==> src/rtl/gpio_pkg.sv <==
// Shared GPIO definitions: register offsets, the bridge
// state encoding and the default highest legal offset.
package gpio_pkg;

  localparam logic [31:0] RGPIO_IN    = 32'h00;
  localparam logic [31:0] RGPIO_OUT   = 32'h04;
  localparam logic [31:0] RGPIO_OE    = 32'h08;
  localparam logic [31:0] RGPIO_INTE  = 32'h0C;
  localparam logic [31:0] RGPIO_PTRIG = 32'h10;
  localparam logic [31:0] RGPIO_AUX   = 32'h14;
  localparam logic [31:0] RGPIO_CTRL  = 32'h18;
  localparam logic [31:0] RGPIO_INTS  = 32'h1C;
  localparam logic [31:0] RGPIO_ECLK  = 32'h20;
  localparam logic [31:0] RGPIO_NEC   = 32'h24;

  localparam logic [31:0] MAX_OFFS_DEF = RGPIO_NEC;

  typedef enum logic [2:0] {
    IDLE,
    WR_ACC,
    RD_WAIT,
    RD_CAPT,
    RD_DONE,
    ERR_ACC
  } bridge_state_e;

endpackage

==> src/rtl/gpio_addr_check.sv <==
// Combinational access checker for the GPIO bridge.
// Ports: offs (register offset), write (access kind), err (illegal).
module gpio_addr_check
  import gpio_pkg::*;
#(
  parameter logic [31:0] MAX_OFFS = MAX_OFFS_DEF
) (
  input  logic [31:0] offs,
  input  logic        write,
  output logic        err
);

  logic misaligned;
  logic out_of_range;
  logic ro_write;

  always_comb begin
    misaligned   = offs[1:0] != 2'b00;
    out_of_range = offs > MAX_OFFS;
    ro_write     = write && (offs == RGPIO_IN);
    err          = misaligned | out_of_range | ro_write;
  end

endmodule

==> src/rtl/apb_gpio_bridge.sv <==
// APB3 slave front-end turning APB transfers into GPIO register strobes.
// Ports: sys_clk/sys_rst, APB slave (PSEL..PSLVERR), GPIO strobe side.
module apb_gpio_bridge
  import gpio_pkg::*;
#(
  parameter int          ADDR_W   = 12,
  parameter logic [31:0] MAX_OFFS = MAX_OFFS_DEF
) (
  input  logic        sys_clk,
  input  logic        sys_rst,
  input  logic        PSEL,
  input  logic        PENABLE,
  input  logic        PWRITE,
  input  logic [31:0] PADDR,
  input  logic [31:0] PWDATA,
  output logic        PREADY,
  output logic [31:0] PRDATA,
  output logic        PSLVERR,
  output logic        gpio_we,
  output logic [31:0] gpio_adr,
  output logic [31:0] gpio_dat_i,
  input  logic [31:0] gpio_dat_o
);

  bridge_state_e state;
  bridge_state_e state_nxt;

  logic [31:0] offs;
  logic        setup;
  logic        err;
  logic        latch;
  logic        we_nxt;
  logic        rdy_nxt;
  logic        slv_nxt;
  logic [31:0] rdata_nxt;
  logic        unused_paddr;

  // PSEL is decoded upstream, so upper address bits carry nothing.
  assign offs         = {{(32-ADDR_W){1'b0}}, PADDR[ADDR_W-1:0]};
  assign unused_paddr = ^PADDR[31:ADDR_W];
  assign setup        = PSEL & ~PENABLE;

  gpio_addr_check #(
    .MAX_OFFS(MAX_OFFS)
  ) u_chk (
    .offs (offs),
    .write(PWRITE),
    .err  (err)
  );

  // All outputs are registered: the values computed here are
  // what the outputs show during the cycle after the edge.
  always_comb begin
    state_nxt = state;
    latch     = 1'b0;
    we_nxt    = 1'b0;
    rdy_nxt   = 1'b0;
    slv_nxt   = 1'b0;
    rdata_nxt = '0;
    unique case (state)
      IDLE: begin
        if (setup) begin
          latch = 1'b1;
          unique case (1'b1)
            err: begin
              state_nxt = ERR_ACC;
              rdy_nxt   = 1'b1;
              slv_nxt   = 1'b1;
            end
            (~err & PWRITE): begin
              state_nxt = WR_ACC;
              we_nxt    = 1'b1;
              rdy_nxt   = 1'b1;
            end
            (~err & ~PWRITE): begin
              state_nxt = RD_WAIT;
            end
            default: ;
          endcase
        end
      end
      RD_WAIT: begin
        state_nxt = PSEL ? RD_CAPT : IDLE;
      end
      RD_CAPT: begin
        // PRDATA itself is the hold register for the read data.
        if (PSEL) begin
          state_nxt = RD_DONE;
          rdy_nxt   = 1'b1;
          rdata_nxt = gpio_dat_o;
        end else begin
          state_nxt = IDLE;
        end
      end
      default: begin
        state_nxt = IDLE;
      end
    endcase
  end

  always_ff @(posedge sys_clk) begin
    if (!sys_rst) begin
      state      <= IDLE;
      PREADY     <= 1'b0;
      PRDATA     <= '0;
      PSLVERR    <= 1'b0;
      gpio_we    <= 1'b0;
      gpio_adr   <= '0;
      gpio_dat_i <= '0;
    end else begin
      state   <= state_nxt;
      PREADY  <= rdy_nxt;
      PRDATA  <= rdata_nxt;
      PSLVERR <= slv_nxt;
      gpio_we <= we_nxt;
      if (latch) begin
        gpio_adr   <= offs;
        gpio_dat_i <= PWDATA;
      end
    end
  end

endmodule

==> config.mk <==
export PLATFORM = sky130hd
export DESIGN_NAME = apb_gpio_bridge
export DESIGN_NICKNAME = d
export VERILOG_FILES = /design/src/rtl/gpio_pkg.sv /design/src/rtl/gpio_addr_check.sv /design/src/rtl/apb_gpio_bridge.sv
export SDC_FILE = /design/constraint.sdc
export NUM_CORES = 1
export LEC_CHECK = 0
export BUFFER_PORTS_ARGS = -buffer_cell sky130_fd_sc_hd__buf_4
export CORE_UTILIZATION = 42
export DETAILED_ROUTE_END_ITERATION = 7
export PLACE_DENSITY = 0.79
export SLEW_MARGIN = 20
export SYNTH_ARGS = -nofsm -noshare
export SYNTH_HDL_FRONTEND = slang
export SYNTH_SLANG_ARGS = --single-unit
==> constraint.sdc <==
create_clock -name sys_clk -period 2 [get_ports sys_clk]
set_input_delay 0.3 -clock sys_clk [delete_from_list [all_inputs] [get_ports sys_clk]]
set_output_delay 0.3 -clock sys_clk [all_outputs]
set_load 0.02 [all_outputs]
==> run_results.csv <==
group,metric,value,unit
cts,cts_hold_buf,0,
yosys,synth-seq-area-share,52.27,%
global_routing,grt_overflow,0,
cts,clock_latency,0.34,ns
yosys,synth_edf_count,0,
power_and_ir_drop,peakVddDrop,0.0003914,V
cells_and_area,drive_gt1_share,40.46,%
cts,cts_root_buf,"clkbuf_8",
placed_design,routabilityCongestion,0.7240,
cts,post_cts_resized,0,
route,drt_pass1_iterations,4,
placed_design,port-buffer-count,159,
yosys,synth_compound_area_share,20.52,%
job,drv_cap,0,
yosys,synth_ff_type,"dfxtp_1",
cts,cts_tree,"built",
cells_and_area,regArea,1642,sq um
setup_path,cp.arrival,1.85,ns
yosys,synth_mux_area_share,0,%
cts,clockBufferDepth,2,
cells_and_area,fillers,638,
yosys,ys_top_cells_by_count,"dfxtp_1 (82), nand3_1 (46), a21boi_1 (40)",
yosys,syn_area_per_cell,9.663,sq um
route,ant_nets,0,
timing,worst_hold_slack,0.1511,ns
outcome,status,"completed",
timing,setup_slack,0.4329,ns
yosys,synthAdderAreaFrac,0,%
setup_path,criticalPathCategory,"reg2reg",
floorplan,initial_utilization,43.30,%
global_routing,grt_use_total,19.03,%
timing,finalHoldViolCount,0,
timing,setup_viol,0,
setup_path,cp_data_required_time,2.28,ns
cells_and_area,antenna_cells,0,
cells_and_area,layout.nets,578,
route,routedWlPerCell,13.09,microns
power_and_ir_drop,p_leak,0.002027,uW
timing,drv_slew,0,
floorplan,pin_count,200,
yosys,synth_xor_area_share,0,%
yosys,synthSimpleGateAreaFrac,17.37,%
yosys,synth_largest_area_cell,"dfxtp_1",
setup_path,startpoint_type,"register",
route,routed_wl,7606,microns
yosys,yosysMostFrequentCell,"dfxtp_1",
cts,cts_buffers,9,
yosys,synth_area_leaders,"dfxtp_1 (52%), a21boi_1 (9.6%), nand3_1 (7.3%)",
setup_path,critPathMaxStageDelay,0.56,ns
global_routing,grt_start_max_net_pins,47,
cells_and_area,fin_util,62.27,%
setup_path,crit_chain,"or4_1 -> buf_4 -> nor2_1 -> and4_1",
route,drc,0,
cells_and_area,multiInputGateArea,1270,sq um
floorplan,die_y,88.47,microns
floorplan,die_x,88.47,microns
floorplan,core,7253,sq um
global_routing,grt_first_pass_wirelength,11520,microns
timing,fin_setup_tns,0,ns
global_routing,grt_pass1_vias,2445,
cells_and_area,stdcell_area,4517,sq um
yosys,synth_area,3141,sq um
placed_design,hpwl,5448,microns
yosys,yosys_warnings,0,
timing,clock_skew,0.009838,ns
yosys,ys_types,34,
cts,cts_sinks,82,
setup_path,crit_path_max_fanout,27,
timing,period_needed,1.567,ns
timing,fin_crit_sh,78.35,%
power_and_ir_drop,power.density,751.1,nW/um^2
route,vias,2792,
cts,postCtsSetupRepairBufs,0,
cts,clk_pin_slew_worst_paths,0.09,ns
route,drt_first_iter_violations,92,
cts,htree_levels,3,
placed_design,dpl-instance-area,4308,sq um
floorplan,dieArea,7827,sq um
setup_path,cp-end-kind,"register",
yosys,ys_seq_elements,82,
floorplan,row_count,31,
timing,rsz0062_at_grt,"false",
yosys,synthArstFlopShare,0,%
yosys,synth_top_area_share,52.27,%
route,via_per_inst,4.806,
timing,timing.fmax,638.1,MHz
yosys,synth_top_family_by_area,"compound AO/OA/AOI/OAI gates",
hold_path,hp-class,"in2reg",
setup_path,worst_path_max_delay_cell,"or4_1",
cells_and_area,area_growth_syn_to_layout,43.82,%
global_routing,antenna_found_initial,0,
yosys,synthesis.instances,325,
placed_design,place_ws,0.3699,ns
## through the flow
stage	instances	total power, uW
floorplan	344	2014
global placement	565	2199
detailed placement	565	2209
CTS	581	3423
global route	581	3531
finish	581	3393
## final cells by class
cell class / instances / share of cell area [%]
clock inverter: 6 / 1.579
sequential: 82 / 36.34
clock buffer: 10 / 3.047
inverter: 1 / 0.08310
multi-input combinational: 214 / 28.12
timing repair buffer: 169 / 28.09
tap: 99 / 2.742
## power by group
part / internal [uW] / total [uW] / switching [uW]
registers: 1680 / 1700 / 24.0
clock network: 622 / 1230 / 604
logic: 217 / 467 / 251
total: 2510 / 3390 / 879
## state kept, by name (all words and copies together) (netlist names)
signal / cells
gpio_we: 1
PREADY: 1
gpio_dat_i: 32
PRDATA: 32
state: 3
PSLVERR: 1
gpio_adr: 12
## cell usage in the layout (no fill, tap or decap)
cell type   instances
o21bai_1            1
and4_1              1
a21oi_1             4
clkbuf_8           10
nor2_1              3
nor2b_1             1
or3_1               1
o21ai_0             4
and2_1             32
a21boi_1           40
nor4_1              1
or4_4               1
o21ai_1            36
or2_2               2
a31oi_1             1
conb_1             20
nand3_1            46
o21ai_2             4
clkinv_4            1
inv_2               1
bufinv_16           1
nand2_1             3
a221oi_1            1
clkinvlp_4          2
or4_1               2
a2111o_1            1
nor3_2              1
a2111oi_0           1
a21boi_0            4
dfxtp_1            82
a211o_1             1
nor4_4              1
buf_4             169
inv_6               2
o211ai_1            1
## final timing paths
path | startpoint | endpoint | slack (ns) | depth (start not counted)
min | gpio_dat_o[2] | PRDATA[2] | 0.15 | 2
min reg2reg | gpio_adr[7] | gpio_adr[7] | 0.47 | 2
max reg2reg | state[2] | gpio_we | 0.43 | 4
max | state[2] | gpio_we | 0.43 | 4
## layer usage
layer	GRT usage [%]	vias up	share of wire, %
met3	5.037	7	7.5
met1	24.85	1281	45
met4	6.598	0	1.1
met5	0	-	0
met2	30.49	114	47
li1	-	1390	-
## cell families after synthesis
kind of cell | after synthesis
AOI/OAI and AO/OA | 99
and+or+nand+nor | 95
other | 1
DFF | 82
buffers and inverters | 48
## critical path, delay by kind of cell (launching register included)
family | cells | cell delay [ns]
and+or+nand+nor | 3 | 0.87
DFF | 1 | 0.38
buffers and inverters | 1 | 0.26
Power figures use the tool's default switching activity.
